**src/rtl/bus_io_pkg.sv**
```systemverilog
// Shared constants for the bus_io_port memory-mapped I/O responder:
// register offsets, STATUS bit positions and the data-bus word type.
package bus_io_pkg;

  localparam int WORD_W = 16;

  typedef logic [WORD_W-1:0] word_t;

  localparam logic [1:0] OFS_TXDATA = 2'd0;
  localparam logic [1:0] OFS_STATUS = 2'd1;
  localparam logic [1:0] OFS_RXDATA = 2'd2;

  localparam int ST_TXFULL  = 0;
  localparam int ST_TXEMPTY = 1;
  localparam int ST_RXAVAIL = 2;
  localparam int ST_CNT_LSB = 8;

endpackage

```
**src/rtl/bus_io_port_if.sv**
```systemverilog
// CPU data-bus, TX stream and RX stream signals of bus_io_port.
// slave = the port itself, master = CPU plus downstream/upstream peers.
interface bus_io_if;
  import bus_io_pkg::*;

  word_t addr;
  word_t din;
  logic  wr;
  word_t dout;
  logic  sel;
  logic  hold;
  word_t tx_data;
  logic  tx_valid;
  logic  tx_ready;
  word_t rx_data;
  logic  rx_valid;
  logic  rx_ready;

  modport slave (
    input  addr, din, wr, tx_ready, rx_data, rx_valid,
    output dout, sel, hold, tx_data, tx_valid, rx_ready
  );

  modport master (
    output addr, din, wr, tx_ready, rx_data, rx_valid,
    input  dout, sel, hold, tx_data, tx_valid, rx_ready
  );

endinterface

```
**src/rtl/bus_io_port_sync_fifo.sv**
```systemverilog
// Single-clock FIFO with a combinational head word (rdata valid whenever !empty).
// Pushes while full and pops while empty are ignored.
module sync_fifo #(
  parameter int WIDTH = 16,
  parameter int DEPTH = 8
) (
  input  logic                         clk,
  input  logic                         rst_n,
  input  logic                         push,
  input  logic [WIDTH-1:0]             wdata,
  input  logic                         pop,
  output logic [WIDTH-1:0]             rdata,
  output logic                         full,
  output logic                         empty,
  output logic [$clog2(DEPTH+1)-1:0]   count
);

  localparam int CNT_W = $clog2(DEPTH + 1);
  localparam int PTR_W = $clog2(DEPTH);

  logic [WIDTH-1:0] r_mem [DEPTH];
  logic [PTR_W-1:0] r_wr_ptr;
  logic [PTR_W-1:0] r_rd_ptr;
  logic [CNT_W-1:0] r_count;
  logic             w_do_push;
  logic             w_do_pop;

  assign full      = (r_count == CNT_W'(DEPTH));
  assign empty     = (r_count == '0);
  assign count     = r_count;
  assign rdata     = r_mem[r_rd_ptr];
  assign w_do_push = push && !full;
  assign w_do_pop  = pop && !empty;

  always_ff @(posedge clk) begin
    if (w_do_push) r_mem[r_wr_ptr] <= wdata;
  end

  // DEPTH is a power of two, so pointer overflow is the modulo wrap.
  always_ff @(posedge clk or negedge rst_n) begin
    if (!rst_n) begin
      r_wr_ptr <= '0;
      r_rd_ptr <= '0;
      r_count  <= '0;
    end else begin
      if (w_do_push) r_wr_ptr <= r_wr_ptr + 1'b1;
      if (w_do_pop)  r_rd_ptr <= r_rd_ptr + 1'b1;
      if (w_do_push && !w_do_pop)      r_count <= r_count + 1'b1;
      else if (w_do_pop && !w_do_push) r_count <= r_count - 1'b1;
    end
  end

endmodule

```
**src/rtl/bus_io_port.sv**
```systemverilog
// Memory-mapped I/O responder: 4-word window at BASE with TX FIFO, RX latch,
// STATUS register, 1-cycle registered read path and CPU hold on TX overflow.
module bus_io_port
  import bus_io_pkg::*;
#(
  parameter logic [15:0] BASE  = 16'h1000,
  parameter int          DEPTH = 8
) (
  input  logic     clk,
  input  logic     rst,
  bus_io_if.slave  bus
);

  localparam int CNT_W = $clog2(DEPTH + 1);

  logic             w_hit;
  logic [1:0]       w_ofs;
  logic             w_tx_wr;
  logic             w_push;
  logic             w_pop;
  logic             w_ack;
  logic             w_full;
  logic             w_empty;
  logic [CNT_W-1:0] w_count;
  word_t            w_status;
  word_t            w_rd_next;
  word_t            r_dout;
  logic             r_sel;
  word_t            r_rx_data;
  logic             r_rx_avail;

  assign w_hit   = (bus.addr[15:2] == BASE[15:2]);
  assign w_ofs   = bus.addr[1:0];
  assign w_tx_wr = bus.wr && w_hit && (w_ofs == OFS_TXDATA);
  assign w_push  = w_tx_wr && !w_full;
  assign w_pop   = !w_empty && bus.tx_ready;
  assign w_ack   = bus.wr && w_hit && (w_ofs == OFS_RXDATA);

  // Registered full flag: a pop in the same cycle does not release the stall.
  assign bus.hold     = w_tx_wr && w_full;
  assign bus.tx_valid = !w_empty;
  assign bus.rx_ready = !r_rx_avail;
  assign bus.dout     = r_dout;
  assign bus.sel      = r_sel;

  sync_fifo #(
    .WIDTH (WORD_W),
    .DEPTH (DEPTH)
  ) u_fifo (
    .clk   (clk),
    .rst_n (rst),
    .push  (w_push),
    .wdata (bus.din),
    .pop   (w_pop),
    .rdata (bus.tx_data),
    .full  (w_full),
    .empty (w_empty),
    .count (w_count)
  );

  always_comb begin
    w_status                         = '0;
    w_status[ST_TXFULL]              = w_full;
    w_status[ST_TXEMPTY]             = w_empty;
    w_status[ST_RXAVAIL]             = r_rx_avail;
    w_status[ST_CNT_LSB +: CNT_W]    = w_count;
  end

  always_comb begin
    w_rd_next = '0;
    if (w_hit) begin
      case (w_ofs)
        OFS_STATUS: w_rd_next = w_status;
        OFS_RXDATA: w_rd_next = r_rx_data;
        default:    w_rd_next = '0;
      endcase
    end
  end

  always_ff @(posedge clk or negedge rst) begin
    if (!rst) begin
      r_dout <= '0;
      r_sel  <= 1'b0;
    end else begin
      r_dout <= w_rd_next;
      r_sel  <= w_hit;
    end
  end

  // Capture only happens while empty, so an ack on an empty latch cannot lose a word.
  always_ff @(posedge clk or negedge rst) begin
    if (!rst) begin
      r_rx_data  <= '0;
      r_rx_avail <= 1'b0;
    end else if (bus.rx_valid && !r_rx_avail) begin
      r_rx_data  <= bus.rx_data;
      r_rx_avail <= 1'b1;
    end else if (w_ack) begin
      r_rx_avail <= 1'b0;
    end
  end

endmodule

```
**src/flat_wrapper.sv**
```systemverilog
// flat-port wrapper written by rule: the top's interface ports become plain ports
module bus_io_port_flat import bus_io_pkg::*;
#(
  parameter logic [15:0] BASE  = 16'h1000,
  parameter int          DEPTH = 8
)
  (clk, rst, bus_addr, bus_din, bus_wr, bus_tx_ready, bus_rx_data, bus_rx_valid, bus_dout, bus_sel, bus_hold, bus_tx_data, bus_tx_valid, bus_rx_ready);
  bus_io_if bus_i ();
  input  logic clk;
  input  logic rst;
  input wire logic [$bits(bus_i.addr)-1:0] bus_addr;
  input wire logic [$bits(bus_i.din)-1:0] bus_din;
  input wire logic [$bits(bus_i.wr)-1:0] bus_wr;
  input wire logic [$bits(bus_i.tx_ready)-1:0] bus_tx_ready;
  input wire logic [$bits(bus_i.rx_data)-1:0] bus_rx_data;
  input wire logic [$bits(bus_i.rx_valid)-1:0] bus_rx_valid;
  output wire logic [$bits(bus_i.dout)-1:0] bus_dout;
  output wire logic [$bits(bus_i.sel)-1:0] bus_sel;
  output wire logic [$bits(bus_i.hold)-1:0] bus_hold;
  output wire logic [$bits(bus_i.tx_data)-1:0] bus_tx_data;
  output wire logic [$bits(bus_i.tx_valid)-1:0] bus_tx_valid;
  output wire logic [$bits(bus_i.rx_ready)-1:0] bus_rx_ready;
  assign bus_i.addr = bus_addr;
  assign bus_i.din = bus_din;
  assign bus_i.wr = bus_wr;
  assign bus_i.tx_ready = bus_tx_ready;
  assign bus_i.rx_data = bus_rx_data;
  assign bus_i.rx_valid = bus_rx_valid;
  assign bus_dout = bus_i.dout;
  assign bus_sel = bus_i.sel;
  assign bus_hold = bus_i.hold;
  assign bus_tx_data = bus_i.tx_data;
  assign bus_tx_valid = bus_i.tx_valid;
  assign bus_rx_ready = bus_i.rx_ready;
  bus_io_port #(.BASE(BASE), .DEPTH(DEPTH)) u_core (.clk(clk), .rst(rst), .bus(bus_i));
endmodule
```
**config.mk**
```make
export PLATFORM = sky130hd
export DESIGN_NAME = bus_io_port_flat
export DESIGN_NICKNAME = d
export VERILOG_FILES = /design/src/rtl/bus_io_pkg.sv /design/src/rtl/bus_io_port_if.sv /design/src/rtl/bus_io_port_sync_fifo.sv /design/src/rtl/bus_io_port.sv /design/src/flat_wrapper.sv
export SDC_FILE = /design/constraint.sdc
export NUM_CORES = 1
export LEC_CHECK = 0
export CORE_ASPECT_RATIO = 1.5
export CORE_MARGIN = 2
export CORE_UTILIZATION = 38
export CTS_CLUSTER_DIAMETER = 30
export CTS_CLUSTER_SIZE = 25
export DETAILED_ROUTE_END_ITERATION = 8
export SETUP_SLACK_MARGIN = 0.05
export SLEW_MARGIN = 20
export SYNTH_ARGS = -nofsm -noshare
export SYNTH_HDL_FRONTEND = slang
export SYNTH_SLANG_ARGS = --single-unit
export TNS_END_PERCENT = 10
```
**constraint.sdc**
```tcl
create_clock -name clk -period 3.34 [get_ports clk]
set_clock_uncertainty 0.1 [all_clocks]
set_input_delay 0.668 -clock clk [delete_from_list [all_inputs] [get_ports clk]]
set_output_delay 0.668 -clock clk [all_outputs]
set_load 0.01 [all_outputs]
```
==> results by group, run 1 <==
Power and ir drop
  • Pwr per Cell Area: 664 nW/um^2
  • Psw: approximately 1.5 mW
  • Sequential Power Share: between 40% and 50%
  • Int Power: roughly 4.3 mW
  • Gate power share: 26.2%
  • Leakage: 3.16 nW
  • Clock share of power: approximately a third
  • Max VDD drop: approximately 0.00032 V
  • Sw frac: 25.2%

Timing
  • Fin worst setup slack: approximately 110 ps
  • FMAX: 310 MHz
  • Fin crit period: between 3000 and 4000 ps
  • RSZ-0062 raised after global routing: true
  • Max-Slew Margin vs Limit: 62.3%
  • Max Slew Vio Count: 0
  • Actual slew at the worst max-slew pin: approximately 570 ps
  • Endpoints failing setup: 0
  • Crit share post-route: 96.6%
  • Hold Fails Final Rpt: 0

Worst setup path
  • FF-to-FF Start: u_core.u_fifo.count[1]
  • CP max stage delay: 540 ps
  • Critical path cell sequence: clkdlybuf4s50_1 > nor4b_2 > and4_4 > and4_1 > clkdlybuf4s50_1
  • WP data required: between 2000 and 3000 ps
  • Worst-case reg-to-reg path depth: 10
  • Reg-to-reg setup timing slack: 360 ps
  • Worst setup SP type: input pin
  • R2R Path End: u_core.u_fifo.count[3]
  • Setup crit end kind: primary output
  • Crit path arrival time: roughly 2500 ps
  • CP max stage cell: clkdlybuf4s50_1
  • CP max FO: 3
  • WS Path Type: in2out
  • Critical path's most frequent cell: clkdlybuf4s50_1

Cells and area
  • Leading cell type in the layout, fill and taps excluded: edfxtp_1
  • Final core utilization: 48.7%
  • Final #Nets: just over 500
  • Diodes inserted: 0
  • Layout cell share with drive strength beyond 1: 21.7%
  • Area grow syn2layout: 26.6%
  • Most frequent cells in the layout: edfxtp_1, clkdlybuf4s50_1, dfrtp_1

Global route
  • GR Overflow Total: 0
  • Vias in the first global route: just under 4000
  • First-pass GRT wire length: approximately 21000 um
  • GRT Util Overall: 14.9%
  • Initial antenna violation count: 0
  • Largest net degree at the start of global routing: 45

Die
  • Die Y: around 170 um
  • I/O pins: 89
  • Area of the core: between 15000 and 20000 sq um
  • Die W: 114 um
  • Die area: ~19000 sq um
  • Row cnt: 60
  • Initial Utilization: 38.5%

Routing
  • Total length of routed wires: 13200 um
  • DRT antenna net count: 0
  • Wire per inst: a little under 20 um
  • Drt via density: approximately 5
  • Initial drt markers: roughly 190
  • DRC viols: 0
  • Vias: between 3000 and 4000
  • Initial DRT Pass Iterations: 4

Synthesis
  • Syn Inst Count: 343
  • Post-synthesis sequential area ratio: 72.2%
  • FF+latch count, synth: around 170
  • Top-area cell type share of the netlist area: between 50 and 60%
  • Synthesized area: a little under 7000 sq um
  • Post-synth net total: 405
  • Post-synth top area cell: edfxtp_1
  • Synth top area cells: edfxtp_1, dfrtp_1, mux4_1
  • Ys Warns: 0
  • Cell variety after synth: 36
  • Syn_area_per_cell: ~20 sq um

Clocking
  • Postcts setup bufs: 0
  • Maximum clock path buffer count: 2
  • H-tree levels: 4
  • CTS Buf Count: 17
  • CTS tree: done
  • CTS clk-pin slew, worst paths: 60 ps
  • Clk_lat worst skew: between 400 and 500 ps
  • Root buf cell: clkbuf_16
  • CTS sink cnt: 172

Placement
  • Pre-CTS setup slack: -192 ps
  • # port buffers: 88
  • Detailed Place HPWL: around 8400 um
  • Gpl congestion: roughly 0.73

Run
  • Max Cap Violations: 0

Worst hold path
  • Hold Path Class: in2async

Run status
  • Status: finished clean
## through the flow
| step | instances | power, mW | TNS (ps) | cell area, sq um | hold WS (ps) |
|---|---|---|---|---|---|
| 2_1_floorplan | 343 | 3.46 | 0 | 6850 | 272 |
| 3_3_place_gp | 651 | 3.98 | 0 | 8100 | 367 |
| 3_5_place_dp | 651 | 4.02 | -192 | 8100 | 384 |
| 4_1_cts | 683 | 5.84 | 0 | 8650 | 327 |
| 5_1_grt | 683 | 6.03 | 0 | 8670 | 169 |
| 6_report | 683 | 5.75 | 0 | 8670 | 141 |
## registers in the layout (all words and copies together), names as in the netlist
register and count:
u_core.bus.dout 16, u_core.u_fifo.r_mem 128, u_core.bus.sel 1, u_core.u_fifo.r_rd_ptr 3
u_core.r_rx_avail 1, u_core.u_fifo.r_wr_ptr 3, u_core.u_fifo.count 4, u_core.r_rx_data 16
## cell families (layout without fill, tap and decap cells)
family,Yosys count,in the layout,synth area share [%]
buf+inv,22,145,1.96
xor+xnor,6,6,0.768
flops,172,172,72.2
simple gates,52,52,4.02
mux,68,68,17.9
fa+ha+maj,9,9,1.75
compound gates,14,14,1.43
## layer usage
| layer | vias to the layer above | wire, um | global-route usage, % |
|---|---|---|---|
| li1 | 1603 | - | - |
| met4 | 0 | 218 | 5.62 |
| met5 | - | 0 | 0 |
| met3 | 11 | 525 | 4.64 |
| met2 | 87 | 7120 | 26.1 |
| met1 | 1811 | 5370 | 17.0 |
## cell usage after synthesis
cell type  instances
clkbuf_1           4
fa_1               1
ha_1               8
mux2i_1            1
xnor2_1            6
buf_12             1
nor3_1             7
inv_1              6
dfrtp_1           44
edfxtp_1         128
nand3_1            3
o21ai_0            2
or4_4              1
nand2_2            1
nor4_1             3
mux2_2            34
nor4b_1            2
a21oi_1            2
o31ai_1            1
and3_1             9
buf_8              1
mux2_1             1
nor2b_1            1
nand2b_1           2
and4_1             2
mux4_1            26
buf_2              7
a2111oi_0          1
nor2_1            14
mux4_2             6
buf_1              1
a41oi_1            1
buf_6              2
a21o_1             1
a22oi_1            6
nand2_1            7
## worst max-delay path by stage
stage,start,end,slack [ps],cells after the start
2_1_floorplan,bus_addr[10],u_core.u_fifo.r_mem[1][0],280,5
3_3_place_gp,bus_addr[10],u_core.u_fifo.count[3],50,11
3_5_place_dp,bus_addr[7],u_core.u_fifo.count[3],-190,11
4_1_cts,bus_addr[7],bus_hold,80,5
5_1_grt,u_core.u_fifo.r_rd_ptr[0],bus_tx_data[8],50,4
6_report,bus_addr[10],bus_hold,110,5
## repair_timing
item,in CTS,in global routing
endpoints found under the setup margin,0,3
hold buffers,0,0
resized for setup,0,4
## cell type report
| class | instances | area [sq um] |
|---|---|---|
| repair buffers | 107 | 1060 |
| flip-flops and latches | 172 | 4940 |
| inverters | 6 | 22.5 |
| clock buffers | 22 | 489 |
| multi-input cells | 149 | 1820 |
| well taps | 217 | 272 |
| clock inverters | 10 | 65.1 |
| fillers | 1497 | 9120 |
## worst max-delay path, delay by kind of cell
kind | cells | cell delay (ps)
buffers and inverters | 2 | 980
and+or+nand+nor | 3 | 820
## power by group through the flow
stage | logic (mW) | registers (mW) | clock network, mW
3_5_place_dp | 1.54 | 2.48 | 0
5_1_grt | 1.64 | 2.45 | 1.95
2_1_floorplan | 1.00 | 2.46 | 0
6_report | 1.51 | 2.44 | 1.81
4_1_cts | 1.54 | 2.44 | 1.86
3_3_place_gp | 1.50 | 2.48 | 0
Power figures use the tool's default switching activity.
==> inputs of run 2 (changes only) <==
--- a/config.mk
+++ b/config.mk
@@ -16,4 +16,4 @@
 export SYNTH_ARGS = -nofsm -noshare
 export SYNTH_HDL_FRONTEND = slang
 export SYNTH_SLANG_ARGS = --single-unit
-export TNS_END_PERCENT = 10
+export TNS_END_PERCENT = 100
==> constraint.sdc (replaced) <==
create_clock -name clk -period 3.89 [get_ports clk]
set_clock_uncertainty 0.1 [all_clocks]
set_input_delay 0.778 -clock clk [delete_from_list [all_inputs] [get_ports clk]]
set_output_delay 0.778 -clock clk [all_outputs]
set_load 0.01 [all_outputs]
==> run 2 against run 1 <==
Sequential power fell by 14%; final cell count fell by 0.73%; clock-buffer cell count rose by 5; total power fell by 14%; core utilization fell by 0.39 points; wire length rose by 0.45%; clock power fell by 12%; critical path depth did not move; sequential cell count did not move; via count fell by 0.20%; register-to-register slack improved by 620 ps; worst setup slack improved by 350 ps.
==> results by group, run 2 (same netlist as run 1, synthesis figures left out) <==
Power and ir drop
  • Psw: 1.22 mW (was 1.45 mW)
  • Int Power: 3.75 mW (was 4.30 mW)
  • Sw frac: 24.6% (was 25.2%)
  • Clock share of power: 32.1% (was 31.4%)
  • Gate power share: 25.7% (was 26.2%)
  • Sequential Power Share: 42.2% (was 42.4%)
  • Max VDD drop: 0.000323 V (was 0.000324 V)
  • Pwr per Cell Area: 578 nW/um^2 (was 664 nW/um^2)
  • Leakage: 3.13 nW (was 3.16 nW)

Global route
  • First-pass GRT wire length: 21200 um (was 21100 um)
  • Met2 GRT Util: 26.3% (was 26.1%)
  • GRT Util Overall: 14.9% (about the same)
  • GR peak layer: met2 (unchanged)
  • GR Overflow Total: 0 (unchanged)
  • Met1 usage: 17.0% (about the same)
  • Grt met3 use: 4.57% (was 4.64%)
  • Largest net degree at the start of global routing: 45 (unchanged)
  • Initial antenna violation count: 0 (unchanged)
  • Vias in the first global route: 3864 (was 3903)

Routing
  • Total length of routed wires: 13300 um (was 13200 um)
  • Wire per inst: 19.6 um (was 19.4 um)
  • Initial drt markers: 179 (was 193)
  • Vias: 3505 (was 3512)
  • Drt via density: 5.17 (was 5.14)
  • DRT antenna net count: 0 (unchanged)
  • Initial DRT Pass Iterations: 6 (was 4)
  • DRC viols: 0 (unchanged)

Cells and area
  • Biggest register: u_core.u_fifo.r_mem (unchanged)
  • Max reg flops: 128 (unchanged)
  • Leading cell type in the layout, fill and taps excluded: edfxtp_1 (unchanged)
  • Fillers: 1465 (was 1497)
  • Most frequent cells in the layout: edfxtp_1, clkdlybuf4s50_1, dfrtp_1 (unchanged)
  • Final cell count without fillers: 678 (was 683)
  • Final #Nets: 510 (was 515)
  • Diodes inserted: 0 (unchanged)
  • Layout cell share with drive strength beyond 1: 19.7% (was 21.7%)
  • Area grow syn2layout: 25.6% (was 26.6%)

Worst setup path
  • Worst setup SP type: input pin (unchanged)
  • Critical path cell sequence: clkdlybuf4s50_1 > nor4b_1 > and4_1 > and4_1 > clkdlybuf4s50_1 (was clkdlybuf4s50_1 > nor4b_2 > and4_4 > and4_1 > clkdlybuf4s50_1)
  • CP max stage delay: 550 ps (was 540 ps)
  • Reg-to-reg setup timing slack: 980 ps (was 360 ps)
  • Crit path buf inv count: 2 (unchanged)
  • FF-to-FF Start: u_core.u_fifo.count[1] (unchanged)
  • CP max FO: 3 (unchanged)
  • Worst path depth: 5 (unchanged)
  • Setup crit end kind: primary output (unchanged)
  • Worst-case reg-to-reg path depth: 10 (unchanged)
  • WP data required: 3010 ps (was 2570 ps)
  • R2R Path End: u_core.u_fifo.count[3] (unchanged)
  • CP max stage cell: clkdlybuf4s50_1 (unchanged)
  • WS Path Type: in2out (unchanged)
  • Top delay family on crit path: buffers and inverters (unchanged)
  • Crit path arrival time: 2550 ps (was 2460 ps)

Die
  • Die W: 114 um (unchanged)
  • Row cnt: 60 (unchanged)
  • I/O pins: 89 (unchanged)
  • Die Y: 168 um (unchanged)
  • Die area: 19100 sq um (unchanged)
  • Area of the core: 17800 sq um (unchanged)
  • Initial Utilization: 38.5% (unchanged)

Clocking
  • Root buf cell: clkbuf_16 (unchanged)
  • CTS resizes: 0 (unchanged)
  • CTS tree: done (unchanged)
  • CTS sink cnt: 172 (unchanged)
  • Maximum clock path buffer count: 2 (unchanged)
  • CTS Buf Count: 17 (unchanged)
  • CTS clk-pin slew, worst paths: 60 ps (about the same)
  • CTS Hold Bufs: 0 (unchanged)
  • Clk_lat worst skew: 420 ps (about the same)
  • Postcts setup bufs: 0 (unchanged)
  • H-tree levels: 4 (unchanged)

Timing
  • Max Slew Vio Count: 0 (unchanged)
  • Actual slew at the worst max-slew pin: 987 ps (was 565 ps)
  • Fin crit period: about 3400 ps
  • Max-Slew Margin vs Limit: 34.2% (was 62.3%)
  • Endpoints failing setup: 0 (unchanged)
  • Setup TNS: 0 ps (unchanged)
  • Hold Fails Final Rpt: 0 (unchanged)
  • FMAX: 292 MHz
  • RSZ-0062 raised after global routing: false (was true)
  • Crit share post-route: about 88%

Worst hold path
  • Hold depth: 1
  • Hold Path Sink: u_core.u_fifo.r_rd_ptr[2]
  • Hold Path Class: reg2reg (was in2async)
  • Worst hold start: u_core.u_fifo.r_rd_ptr[2]

Placement
  • # port buffers: 88 (unchanged)
  • Gpl congestion: 0.773 (was 0.732)
  • Detailed Place HPWL: 8290 um (was 8370 um)
  • Placed instance count: 646 (was 651)

Run status
  • Status: finished clean (unchanged)

Run
  • Max Cap Violations: 0 (unchanged)
[run 2: cell count changes in the layout (fill, tap and decap cells not counted), moves of 2 or more]
cell,delta
buf_4,-4
clkinv_2,-2
clkinv_4,-2
buf_12,-2
clkbuf_1,+2
[run 2: metrics by stage]
| step | setup slack (ps) | instance area (sq um) | hold slack, ps | utilization, % | total power, mW |
|---|---|---|---|---|---|
| 3_5_place_dp | 306 | 8030 | 367 | 45.1 | 3.44 |
| 6_report | 466 | 8600 | 382 | 48.3 | 4.97 |
| 3_3_place_gp | 430 | 8030 | 366 | 45.1 | 3.42 |
| 4_1_cts | 422 | 8600 | 379 | 48.3 | 5.06 |
| 2_1_floorplan | 309 | 6850 | 372 | - | 2.97 |
| 5_1_grt | 305 | 8600 | 387 | 48.3 | 5.20 |
[run 2: layer usage]
layer  vias to the layer above  routed length, um
met5                         -                  0
met4                         0                197
met3                        18                693
met2                        87               7130
met1                      1805               5270
li1                       1595                  -
[run 2: final cells by class]
class	instances	area (sq um)	share of cell area (%)
inverters	6	22.5	0.262
clock buffers	27	543	6.31
multi-input cells	149	1790	20.9
clock inverters	5	31.3	0.364
repair buffers	102	993	11.6
flip-flops and latches	172	4940	57.5
well taps	217	272	3.16
[run 2: worst max path at each step]
stage / startpoint / to
finish: bus_addr[10] / bus_hold
global route: bus_addr[10] / bus_hold
CTS: bus_addr[10] / bus_hold
detailed placement: bus_addr[10] / u_core.u_fifo.count[3]
global placement: bus_addr[10] / bus_hold
floorplan: bus_addr[10] / u_core.u_fifo.r_mem[0][0]
[run 2: power groups by stage]
stage,Combinational (mW),Clock (mW),Sequential (mW)
after floorplan,0.861,0,2.11
final,1.28,1.60,2.10
after detailed placement,1.31,0,2.13
after CTS,1.31,1.65,2.10
after global routing,1.39,1.71,2.10
after global placement,1.28,0,2.13
[run 2: worst register-to-register path: cells and delay by family, from the launching register on]
| family | cells | cell delay (ps) |
|---|---|---|
| and+or+nand+nor | 3 | 790 |
| AOI/OAI and AO/OA | 3 | 730 |
| buffers and inverters | 2 | 220 |
| adders and majority gates | 2 | 500 |
| DFF | 1 | 450 |
